`src/rtl/rca_adder_core.sv`:
```
// rca_adder_core: parameterised ripple-carry adder with one registered output stage.
//   {c_out, sum} = a + b + c_in. The result appears one clock after in_valid is
//   sampled high. While in_valid is low, sum/c_out hold and out_valid is 0.
//
// Parameters:
//   WIDTH     operand and sum width in bits (1..64)
//
// Ports:
//   clk       system clock, rising-edge active
//   rst_n     asynchronous active-low reset, clears all outputs
//   in_valid  qualifies a, b, c_in for capture this cycle
//   a, b      operands (two's complement when ovf is used)
//   c_in      carry into bit 0
//   sum       registered sum bits
//   c_out     registered carry out of the MSB cell
//   out_valid high for one cycle per accepted input
//   ovf       registered signed overflow (only when RCA_ADDER_OVF_EN is defined)
//
// Optional feature macro: RCA_ADDER_OVF_EN adds the ovf output and its register.

module rca_adder_core #(
  parameter int unsigned WIDTH = 4
) (
  input  logic             clk,
  input  logic             rst_n,
  input  logic             in_valid,
  input  logic [WIDTH-1:0] a,
  input  logic [WIDTH-1:0] b,
  input  logic             c_in,
  output logic [WIDTH-1:0] sum,
  output logic             c_out,
`ifdef RCA_ADDER_OVF_EN
  output logic             ovf,
`endif
  output logic             out_valid
);

  logic [WIDTH-1:0] s_comb;
  logic             c_last;

  // Each cell owns its carry-in/carry-out so the chain is a set of distinct nets
  // rather than one self-referencing vector.
  for (genvar i = 0; i < WIDTH; i++) begin : g_fa
    logic ci;
    logic co;

    if (i == 0) begin : g_first
      assign ci = c_in;
    end else begin : g_chain
      assign ci = g_fa[i-1].co;
    end

    assign s_comb[i] = a[i] ^ b[i] ^ ci;
    assign co        = (a[i] & b[i]) | (a[i] & ci) | (b[i] & ci);
  end

  assign c_last = g_fa[WIDTH-1].co;

`ifdef RCA_ADDER_OVF_EN
  logic c_prev;
  logic ovf_d, ovf_q;

  // Carry into the MSB cell; overflow is carry-in xor carry-out of that cell.
  assign c_prev = g_fa[WIDTH-1].ci;
`endif

  logic [WIDTH-1:0] sum_d, sum_q;
  logic             c_out_d, c_out_q;
  logic             out_valid_d, out_valid_q;

  always_comb begin
    sum_d       = sum_q;
    c_out_d     = c_out_q;
    out_valid_d = in_valid;
`ifdef RCA_ADDER_OVF_EN
    ovf_d       = ovf_q;
`endif
    if (in_valid) begin
      sum_d   = s_comb;
      c_out_d = c_last;
`ifdef RCA_ADDER_OVF_EN
      ovf_d   = c_last ^ c_prev;
`endif
    end
  end

  always_ff @(posedge clk or negedge rst_n) begin
    if (!rst_n) begin
      sum_q       <= '0;
      c_out_q     <= 1'b0;
      out_valid_q <= 1'b0;
`ifdef RCA_ADDER_OVF_EN
      ovf_q       <= 1'b0;
`endif
    end else begin
      sum_q       <= sum_d;
      c_out_q     <= c_out_d;
      out_valid_q <= out_valid_d;
`ifdef RCA_ADDER_OVF_EN
      ovf_q       <= ovf_d;
`endif
    end
  end

  assign sum       = sum_q;
  assign c_out     = c_out_q;
  assign out_valid = out_valid_q;
`ifdef RCA_ADDER_OVF_EN
  assign ovf       = ovf_q;
`endif

endmodule

```
`config.mk`:
```
export PLATFORM = sky130hd
export DESIGN_NAME = rca_adder_core
export DESIGN_NICKNAME = d
export VERILOG_FILES = /design/src/rtl/rca_adder_core.sv
export SDC_FILE = /design/constraint.sdc
export NUM_CORES = 1
export LEC_CHECK = 0
export BUFFER_PORTS_ARGS = -buffer_cell sky130_fd_sc_hd__buf_4
export CORE_AREA = 2 2 39 41
export CTS_BUF_LIST = sky130_fd_sc_hd__clkbuf_4 sky130_fd_sc_hd__clkbuf_8 sky130_fd_sc_hd__clkbuf_16
export DETAILED_ROUTE_END_ITERATION = 8
export DIE_AREA = 0 0 41 43
export PLACE_DENSITY_LB_ADDON = 0.1
export SKIP_CTS_REPAIR_TIMING = 1
export SLEW_MARGIN = 20
export SYNTH_ARGS = -nofsm -noshare
export SYNTH_HDL_FRONTEND = slang
export SYNTH_SLANG_ARGS = --single-unit
```
`constraint.sdc`:
```
create_clock -name clk -period 1.3 [get_ports clk]
set_clock_uncertainty 0.2 [all_clocks]
set_input_delay 0.13 -clock clk [delete_from_list [all_inputs] [get_ports clk]]
set_output_delay 0.13 -clock clk [all_outputs]
set_load 0.02 [all_outputs]
```
==> After elaboration in Yosys (flattened, before gate mapping) <==
Index checks and enable logic that the tools add are counted.
{ "classes": {"n_bitwise": 28} }
{ "op_table": {"columns": ["op", "count"], "rows": [
  ["$and 1x1->1", 12],
  ["$or 1x1->1", 8],
  ["$xor 1x1->1", 8]
]} }
{ "totals": {"reg_bits": 6, "input_bits": 12, "wordCells": 31} }

==> Longest topological paths before layout <==
Gate-level depths: netlist of the first run.
{ "depth": {"ltp_word": 12, "ltp_mapped": 8} }

==> Least setup slack after synthesis of the first run <==
Ideal clock, no wire load.
{ "synth_timing": {"kind": "input port to flip-flop", "from": "input port a[0]", "to": "register sum_q[3], in the netlist sum[3]", "setup_ns": 0.079, "required_time_ns": 1.021, "arrival_time_ns": 1.691, "stages": 8, "path_slack_ns": -0.670, "path_cell_list": "inv_1 > fa_1 > inv_1 > fa_1 > fa_1 > inv_1 > fa_1 > mux2i_1"} }
{ "synth_via": {"elab_chain_len": 10} }
{ "synth_rtl": {"columns": ["item", "line_no", "source"], "rows": [
  ["from (decl)", "27", "input logic [WIDTH-1:0] a,"],
  ["$and 1x1->1", "54", "assign co = (a[i] & b[i]) | (a[i] & ci) | (b[i] & ci);"],
  ["$or 1x1->1 (*) (2 in series)", "54", null],
  ["$and 1x1->1", "54", null],
  ["$or 1x1->1", "54", null],
  ["$or 1x1->1 (*)", "54", null],
  ["$and 1x1->1", "54", null],
  ["$or 1x1->1", "54", null],
  ["$or 1x1->1 (*)", "54", null],
  ["$xor 1x1->1 (*)", "53", "assign s_comb[i] = a[i] ^ b[i] ^ ci;"],
  ["to (signal assigned)", "96", "sum_q <= sum_d;"],
  ["to (decl)", "67", "logic [WIDTH-1:0] sum_d, sum_q;"]
]} }
Every way passes the cells marked *; elsewhere a longest branch is shown, timed or not.
A chain may end at the register's enable or synchronous reset.

==> Final worst setup path of the first run <==
Ends and elaborated chain as after synthesis.

==> results.json, run 1 <==
{
  "outcome": "complete, but fails checks",
  "violations": "setup timing",
  "synth_area_leaders": "dfrtp_1, fa_1, inv_1",
  "worstMarginPinSlew_ns": 0.108,
  "maxCapViolCount": 0,
  "setup_viol": 4,
  "layout_setup_ws_ns": -0.496,
  "synthSimpleGateAreaFrac": 0,
  "grt_max_degree": 7,
  "grt-ovfl-total": 0,
  "path_class": "in2reg",
  "crit_end": "sum[3]$_DFFE_PN0P_",
  "ys_seq_elements": 6,
  "yosysTopAreaCellShare": 0.443,
  "viasPerCell": 3.62,
  "hp-class": "in2async",
  "io_pins": 18,
  "dieArea_um2": 1760,
  "rr_worst_depth": 1,
  "cts_buffer_depth": 2,
  "maxSlewHeadroom": 0.926,
  "design_area_um2": 551,
  "hold_violations": 0,
  "cts_sinks": 6,
  "grt_pass1_vias": 234,
  "ys_types": 6,
  "core_um2": 1380,
  "yosysSeqAreaShare": 0.443,
  "slew_viol_final": 0,
  "cts-root-buf": "clkbuf_4",
  "die_h_um": 43,
  "finalPower_mw": 0.624,
  "n_antenna_cell": 0,
  "yosysTopAreaCell": "dfrtp_1",
  "synth_top_family_by_area": "adder cells",
  "powerDensity_nw_per_um2": 1130,
  "required_ns": 1.26,
  "crit_arrival_ns": 1.76,
  "rr_endpoint": "sum[2]$_DFFE_PN0P_",
  "area_growth_pct": 62.4,
  "clk_latency_ns": 0.23,
  "cts-htree-levels": 1,
  "wl_um": 563,
  "synth-compound-area-share": 0,
  "endpoint_kind": "register",
  "syn-instance-count": 26,
  "start_kind": "input port",
  "drc": 0,
  "drt_iter0_markers": 0,
  "rsz0062_at_grt": "true",
  "route.antenna.remaining_nets": 0,
  "path_clk_slew_ns": 0.04,
  "nets": 65,
  "fin_tns_setup_ns": -1.22,
  "io_buffers": 17,
  "period_share": 1.38,
  "ys_warn_count": 0,
  "synth_nets": 42,
  "track_usage": 0.0832,
  "rrSetupSlack_ns": 0.34,
  "leakagePower_nw": 0.290,
  "routedWlPerCell_um": 8.94,
  "drive_above_1_share": 0.638,
  "rows": 14,
  "synth_area_um2": 339,
  "place_area_um2": 490,
  "cp-startpoint": "a[0]",
  "max_freq_mhz": 557,
  "min_period_ns": 1.80,
  "stdcell_count": 63,
  "synth.avg_cell_area_um2": 13.0,
  "vdd_drop_max_uv": 293,
  "synth-xor-area-share": 0,
  "dp_hpwl_um": 496,
  "numCtsBuffers": 3,
  "initial_core_util": 0.245,
  "drt_first_pass_iters": 1,
  "cts_tree": "built",
  "synth_adder_area_share": 0.236,
  "utilization": 0.398,
  "dieWidth_um": 41,
  "reg2reg_from": "sum[2]$_DFFE_PN0P_",
  "crit_fanout": 1,
  "dp_cells": 58,
  "grt_first_pass_wirelength_um": 903,
  "gp_congestion": 0.622,
  "dr_total_vias": 228,
  "antenna_found_initial": 0,
  "muxShareOfSynthArea": 0.177
}
kinds of logic after synthesis:
logic type	after synthesis
muxes	5
adders and majority gates	4
DFF	6
buffers and inverters	11
worst max-delay path: stages:
cell and delay [ns]:
buf_8 0.10, inv_8 0.04, fa_2 0.19, inv_2 0.04, fa_2 0.33, fa_2 0.34, inv_2 0.06, fa_1 0.40
mux2i_1 0.13
synthesized netlist by cell type:
library cell  number
inv_1             10
fa_1               4
mux2_4             2
mux2i_1            3
buf_6              1
dfrtp_1            6
power breakdown:
part           switching (mW)  internal [mW]  total [mW]
Combinational           0.103          0.119       0.222
Sequential             0.0186          0.222       0.241
Clock                  0.0579          0.104       0.162
cell type report:
cell class / count / area (um^2)
timing repair buffer: 19 / 163
sequential: 6 / 150
multi-input combinational: 9 / 148
tap: 16 / 20.0
inverter: 10 / 47.5
clock buffer: 3 / 22.5
fill: 137 / 833
registers in the layout, summed over array words and instances, names as in the netlist:
register / cells
sum: 4
c_out: 1
out_valid: 1
worst min-delay path by stage:
stage / endpoint / slack [ns] / from
after floorplan: c_out$_DFFE_PN0P_ / -0.37 / rst_n
after global placement: out_valid$_DFF_PN0_ / -0.26 / rst_n
after detailed placement: out_valid$_DFF_PN0_ / -0.26 / rst_n
after CTS: out_valid$_DFF_PN0_ / -0.52 / rst_n
after global routing: sum[2]$_DFFE_PN0P_ / 0.03 / rst_n
final: sum[2]$_DFFE_PN0P_ / 0.04 / rst_n
routing by layer:
layer  share of wire  GRT usage
met3            0.10     0.0262
met5               0          0
met4               0      0.120
met1            0.36     0.0967
met2            0.54     0.0938
through the flow:
| stage | setup slack [ns] | hold WS [ns] |
|---|---|---|
| after floorplan | -0.594 | -0.366 |
| after global placement | -0.765 | -0.262 |
| after detailed placement | -0.780 | -0.261 |
| after CTS | -0.528 | -0.520 |
| after global routing | -0.530 | 0.0266 |
| final | -0.496 | 0.0405 |
cells in the final DEF (no fill, tap or decap):
cell,count
buf_4,14
dfrtp_1,6
inv_1,5
inv_2,3
mux2i_1,3
fa_2,3
clkbuf_4,3
mux2_4,2
dlygate4sd3_1,2
buf_6,2
inv_4,1
inv_8,1
fa_1,1
buf_8,1
(Power assumes the default switching activity.)
==> run 2, diff against run 1 <==
Settings changed: ABC_AREA set to 1.
==> run 2 against run 1 <==
Against the previous run:
- count of clock-buffer cells in the layout did not move
- combinational power shrank 14%
- synthesized cell count is 38% higher
- worst hold slack lost 0.18 ns
- cell area unchanged
- highest routed layer is now met4
- maximum frequency is 1.2% lower
- sequential power shrank 5%
- the run ends with hold timing, setup timing left
==> results.json, run 2 <==
{
  "final_common_cell": "nand2_1",
  "yosysTopAreaCell": "dfrtp_1",
  "final_cell_mix": "nand2_1, buf_4, inv_2, dfrtp_1, fa_2",
  "grt_first_pass_wirelength_um": 855,
  "required_ns": 1.28,
  "cp_slowest_cell": "fa_2",
  "path_class": "in2reg",
  "largest_reg_flops": 4,
  "p_sw_frac": 0.291,
  "ys_warn_count": 0,
  "cp_num_cells": 11,
  "net-switching-power_mw": 0.169,
  "leakagePower_nw": 0.300,
  "cpLargestDelayFamily": "adder cells",
  "grt-ovfl-total": 0,
  "viasPerCell": 3.89,
  "maxSlewHeadroom": 0.945,
  "die_h_um": 43,
  "drc": 0,
  "synth_nets": 52,
  "io_buffers": 17,
  "ys_seq_elements": 6,
  "grt_use_met1": 0.0927,
  "powerDensity_nw_per_um2": 1050,
  "rows": 14,
  "dp_hpwl_um": 484,
  "period_share": 1.40,
  "rsz0062_at_grt": "true",
  "max_freq_mhz": 550,
  "initial_core_util": 0.237,
  "maxCapViolCount": 0,
  "hold_violations": 6,
  "worstMarginPinSlew_ns": 0.0823,
  "p_int_mw": 0.411,
  "dr_total_vias": 284,
  "cts_buffer_depth": 2,
  "rr_worst_depth": 2,
  "grt_use_met2": 0.0938,
  "cp-startpoint": "a[0]",
  "track_usage": 0.0770,
  "cts-htree-levels": 1,
  "setup_viol": 3,
  "grt_pass1_vias": 240,
  "io_pins": 18,
  "routedWlPerCell_um": 7.42,
  "holdWs_ns": -0.139,
  "crit_fanout": 1,
  "p_clk_frac": 0.281,
  "violations": "hold timing, setup timing",
  "seqPwrFrac": 0.393,
  "antenna_found_initial": 0,
  "hp-class": "in2reg",
  "drive_above_1_share": 0.561,
  "yosysTopAreaCellShare": 0.458,
  "path_clk_slew_ns": 0.04,
  "dieArea_um2": 1760,
  "final.fill_count": 146,
  "syn-instance-count": 36,
  "netlist_top_cells_count": "nand2_1, inv_1, dfrtp_1",
  "grt_busiest_layer": "met4",
  "hold_path_depth": 1,
  "synth.avg_cell_area_um2": 9.11,
  "utilization": 0.398,
  "endpoint_kind": "register",
  "numCtsBuffers": 3,
  "async_flop_share": 1.00,
  "n_antenna_cell": 0,
  "rrSetupSlack_ns": 0.51,
  "start_kind": "input port",
  "yosysMostFrequentCell": "nand2_1",
  "gp_congestion": 0.537,
  "rr_endpoint": "sum[2]$_DFFE_PN0P_",
  "core_um2": 1380,
  "route.antenna.remaining_nets": 0,
  "synth_top_flop_cell": "dfrtp_1",
  "dp_slack_ns": -0.808,
  "slowest_delay_ns": 0.42,
  "cp.buffers_inverters": 5,
  "synth_area_um2": 328,
  "cts_tree": "built",
  "wl_um": 542,
  "crit_path_cell_trace": "buf_8 > inv_12 > fa_2 > inv_2 > fa_2 > fa_2 > inv_2 > fa_2 > inv_2 > nand2_1 > nand2_1",
  "dieWidth_um": 41,
  "outcome": "complete, but fails checks",
  "cts_sinks": 6,
  "grt_max_degree": 8,
  "synth_enable_flop_cells": 0,
  "slew_viol_final": 0,
  "ys_types": 5,
  "p_comb_frac": 0.327,
  "crit_end": "sum[3]$_DFFE_PN0P_",
  "synth_area_leaders": "dfrtp_1, fa_1, nand2_1",
  "cts-root-buf": "clkbuf_4",
  "crit_arrival_ns": 1.79,
  "area_growth_pct": 67.9,
  "reg2reg_from": "sum[2]$_DFFE_PN0P_",
  "vdd_drop_max_uv": 336,
  "drt_first_pass_iters": 4,
  "layout_setup_ws_ns": -0.517,
  "min_period_ns": 1.82,
  "grtUsageMet3": 0.0157,
  "drt_iter0_markers": 4,
  "nets": 75,
  "clk_latency_ns": 0.24,
  "yosysSeqAreaShare": 0.458,
  "cp_common_cell": "fa_2"
}
## run 2: cell count changes after synthesis
cell     before  now
inv_2         0    1
buf_6         1    0
mux2_4        2    0
mux2i_1       3    0
nand2_1       0   15
## run 2: per-stage QoR
step	area, um^2	setup TNS (ns)	std cells	hold slack, ns	total power [mW]
after floorplan	355	-1.35	36	-0.366	0.323
after global placement	503	-2.12	69	-0.258	0.413
after detailed placement	503	-2.12	69	-0.260	0.415
after CTS	526	-1.13	72	-0.513	0.582
after global routing	551	-1.16	73	-0.144	0.626
final	551	-1.00	73	-0.139	0.581
## run 2: power groups by stage
stage	clock network, mW	registers, mW	logic (mW)
final	0.163	0.228	0.190
after detailed placement	0	0.231	0.184
after global placement	0	0.230	0.183
after CTS	0.169	0.229	0.184
after floorplan	0	0.264	0.0587
after global routing	0.182	0.232	0.212
## run 2: final cells by class
cell class | count | area, um^2 | share of cell area
Inverter | 11 | 58.8 | 0.107
Multi-Input combinational cell | 19 | 146 | 0.266
Tap cell | 16 | 20.0 | 0.0364
Clock buffer | 3 | 22.5 | 0.0409
Timing Repair Buffer | 18 | 153 | 0.277
Sequential cell | 6 | 150 | 0.273
## run 2: worst min path at each step
stage	slack (ns)	startpoint	to
global placement	-0.26	rst_n	sum[2]$_DFFE_PN0P_
CTS	-0.51	rst_n	sum[1]$_DFFE_PN0P_
finish	-0.14	in_valid	out_valid$_DFF_PN0_
global route	-0.14	in_valid	out_valid$_DFF_PN0_
detailed placement	-0.26	rst_n	sum[2]$_DFFE_PN0P_
floorplan	-0.37	rst_n	c_out$_DFFE_PN0P_
## run 2: logic make-up (layout without fill, tap and decap cells)
logic type	after synthesis	in the layout	synth area share
buffers and inverters	11	32	0.126
DFF	6	6	0.458
and+or+nand+nor	15	15	0.172
adders and majority gates	4	4	0.244
## run 2: routing by layer
metal	share of wire	wire length [um]
met2	0.44	241
met3	0.11	59
met5	0	0
met1	0.41	222
met4	0.035	19
==> run 3, diff against run 2 <==
Settings changed: SKIP_CTS_REPAIR_TIMING 1 to unset.
==> run 3 against run 2 <==
Against the previous run:
- the flow still finishes with violations (hold timing, setup timing)
- combinational power hardly changed
- count of clock-buffer cells in the layout stayed put
- cell area stayed put
- register-to-register slack hardly changed
- non-clock buffer count stayed put
- via count is 1.1% lower
- utilization stayed put
- critical path depth stayed put
- sequential cell count stayed put
- global-route usage is 0.41 points higher
- first-iteration DRC count stayed put
==> results.json, run 3 (synthesized netlist as in run 2, its figures left out) <==
{
  "viasPerCell": 3.85,
  "initial_core_util": 0.237,
  "layout_setup_ws_ns": -0.517,
  "io_pins": 18,
  "drive_above_1_share": 0.561,
  "die_h_um": 43,
  "outcome": "complete, but fails checks",
  "vdd_drop_max_uv": 336,
  "grt_pass1_vias": 255,
  "start_kind": "input port",
  "dr_total_vias": 281,
  "track_usage": 0.0811,
  "drt_iter0_markers": 4,
  "period_share": 1.40,
  "clk_latency_ns": 0.24,
  "rsz0062_at_grt": "true",
  "maxSlewHeadroom": 0.945,
  "dp_hpwl_um": 484,
  "cpLargestDelayFamily": "adder cells",
  "n_antenna_cell": 0,
  "slew_viol_final": 0,
  "rows": 14,
  "area_growth_pct": 67.9,
  "cts_buffer_depth": 2,
  "maxCapViolCount": 0,
  "path_clk_slew_ns": 0.04,
  "drt_first_pass_iters": 4,
  "path_class": "in2reg",
  "grt_max_degree": 8,
  "slowest_delay_ns": 0.42,
  "final_cell_mix": "nand2_1, buf_4, inv_2, dfrtp_1, fa_2",
  "setup_viol": 3,
  "cts-root-buf": "clkbuf_4",
  "io_buffers": 17,
  "hold_violations": 6,
  "powerDensity_nw_per_um2": 1060,
  "dp_slack_ns": -0.808,
  "final_common_cell": "nand2_1",
  "crit_arrival_ns": 1.79,
  "cp_common_cell": "fa_2",
  "grt_first_pass_wirelength_um": 910,
  "violations": "hold timing, setup timing",
  "worstMarginPinSlew_ns": 0.0823,
  "cts_hold_buf": 1,
  "cts_sinks": 6,
  "dieWidth_um": 41,
  "antenna_found_initial": 0,
  "grt-ovfl-total": 0,
  "crit_path_cell_trace": "buf_8 > inv_12 > fa_2 > inv_2 > fa_2 > fa_2 > inv_2 > fa_2 > inv_2 > nand2_1 > nand2_1",
  "crit_fanout": 1,
  "cts-htree-levels": 1,
  "hp-class": "in2reg",
  "wl_um": 540,
  "largest_reg_flops": 4,
  "holdWs_ns": -0.141,
  "dieArea_um2": 1760,
  "nets": 75,
  "required_ns": 1.28,
  "min_period_ns": 1.82,
  "cts_setup_buffers": 0,
  "routedWlPerCell_um": 7.40,
  "numCtsBuffers": 3,
  "cts_tree": "built",
  "route.antenna.remaining_nets": 0,
  "gp_congestion": 0.537,
  "drc": 0,
  "endpoint_kind": "register",
  "cp.buffers_inverters": 5,
  "max_freq_mhz": 550,
  "cp_slowest_cell": "fa_2",
  "core_um2": 1380,
  "utilization": 0.398,
  "leakagePower_nw": 0.301
}
run 3: cell types whose count changed in the layout (fill, tap and decap cells not counted), sizes merged:
cell    previous run  this run
clkinv             1         0
inv               10        11
run 3: cell type report:
cell class,count,area (um^2)
sequential,6,150
inverter,11,58.8
clock buffer,3,22.5
multi-input combinational,19,146
fill,146,833
timing repair buffer,18,153
tap,16,20.0
run 3: what timing repair did:
action / CTS / global route
resized for setup: 4 / 2
endpoints found under the hold margin: 12 / 6
endpoints found under the setup margin: 4 / 3
pin swaps: 1 / 1
run 3: path summary, 6_finish.rpt:
path,startpoint,to,slack [ns],cells after the start
max,a[0],sum[3]$_DFFE_PN0P_,-0.52,11
min,in_valid,out_valid$_DFF_PN0_,-0.14,1
max reg2reg,sum[2]$_DFFE_PN0P_,sum[2]$_DFFE_PN0P_,0.51,2
min reg2reg,sum[0]$_DFFE_PN0P_,sum[0]$_DFFE_PN0P_,0.27,2
max in group asynchronous,rst_n,out_valid$_DFF_PN0_,0.75,2
min in group asynchronous,rst_n,sum[1]$_DFFE_PN0P_,0.03,2
run 3: metal layers:
| layer | track usage | wire length [um] | up-vias | part of all wire |
|---|---|---|---|---|
| met5 | 0 | 0 | - | 0 |
| met4 | 0.100 | 19 | 0 | 0.035 |
| met3 | 0.0157 | 59 | 2 | 0.11 |
| met2 | 0.100 | 239 | 17 | 0.44 |
| met1 | 0.0993 | 220 | 121 | 0.41 |
| li1 | - | - | 141 | - |
run 3: power by group:
part,leakage (nW),total [mW],switching [mW],internal [mW]
combinational,0.214,0.190,0.0967,0.0933
clock,0.0138,0.163,0.0591,0.104
sequential,0.0725,0.228,0.0137,0.214
total,0.301,0.581,0.170,0.412
run 3: metrics by stage:
| stage | TNS, ns | total power [mW] | area, um^2 | instances | hold WS, ns |
|---|---|---|---|---|---|
| final | -1.01 | 0.581 | 551 | 73 | -0.141 |
| after global routing | -1.17 | 0.627 | 551 | 73 | -0.144 |
| after CTS | -1.02 | 0.588 | 547 | 73 | -0.144 |
| after detailed placement | -2.12 | 0.415 | 503 | 69 | -0.260 |
| after global placement | -2.12 | 0.413 | 503 | 69 | -0.258 |
| after floorplan | -1.35 | 0.323 | 355 | 36 | -0.366 |
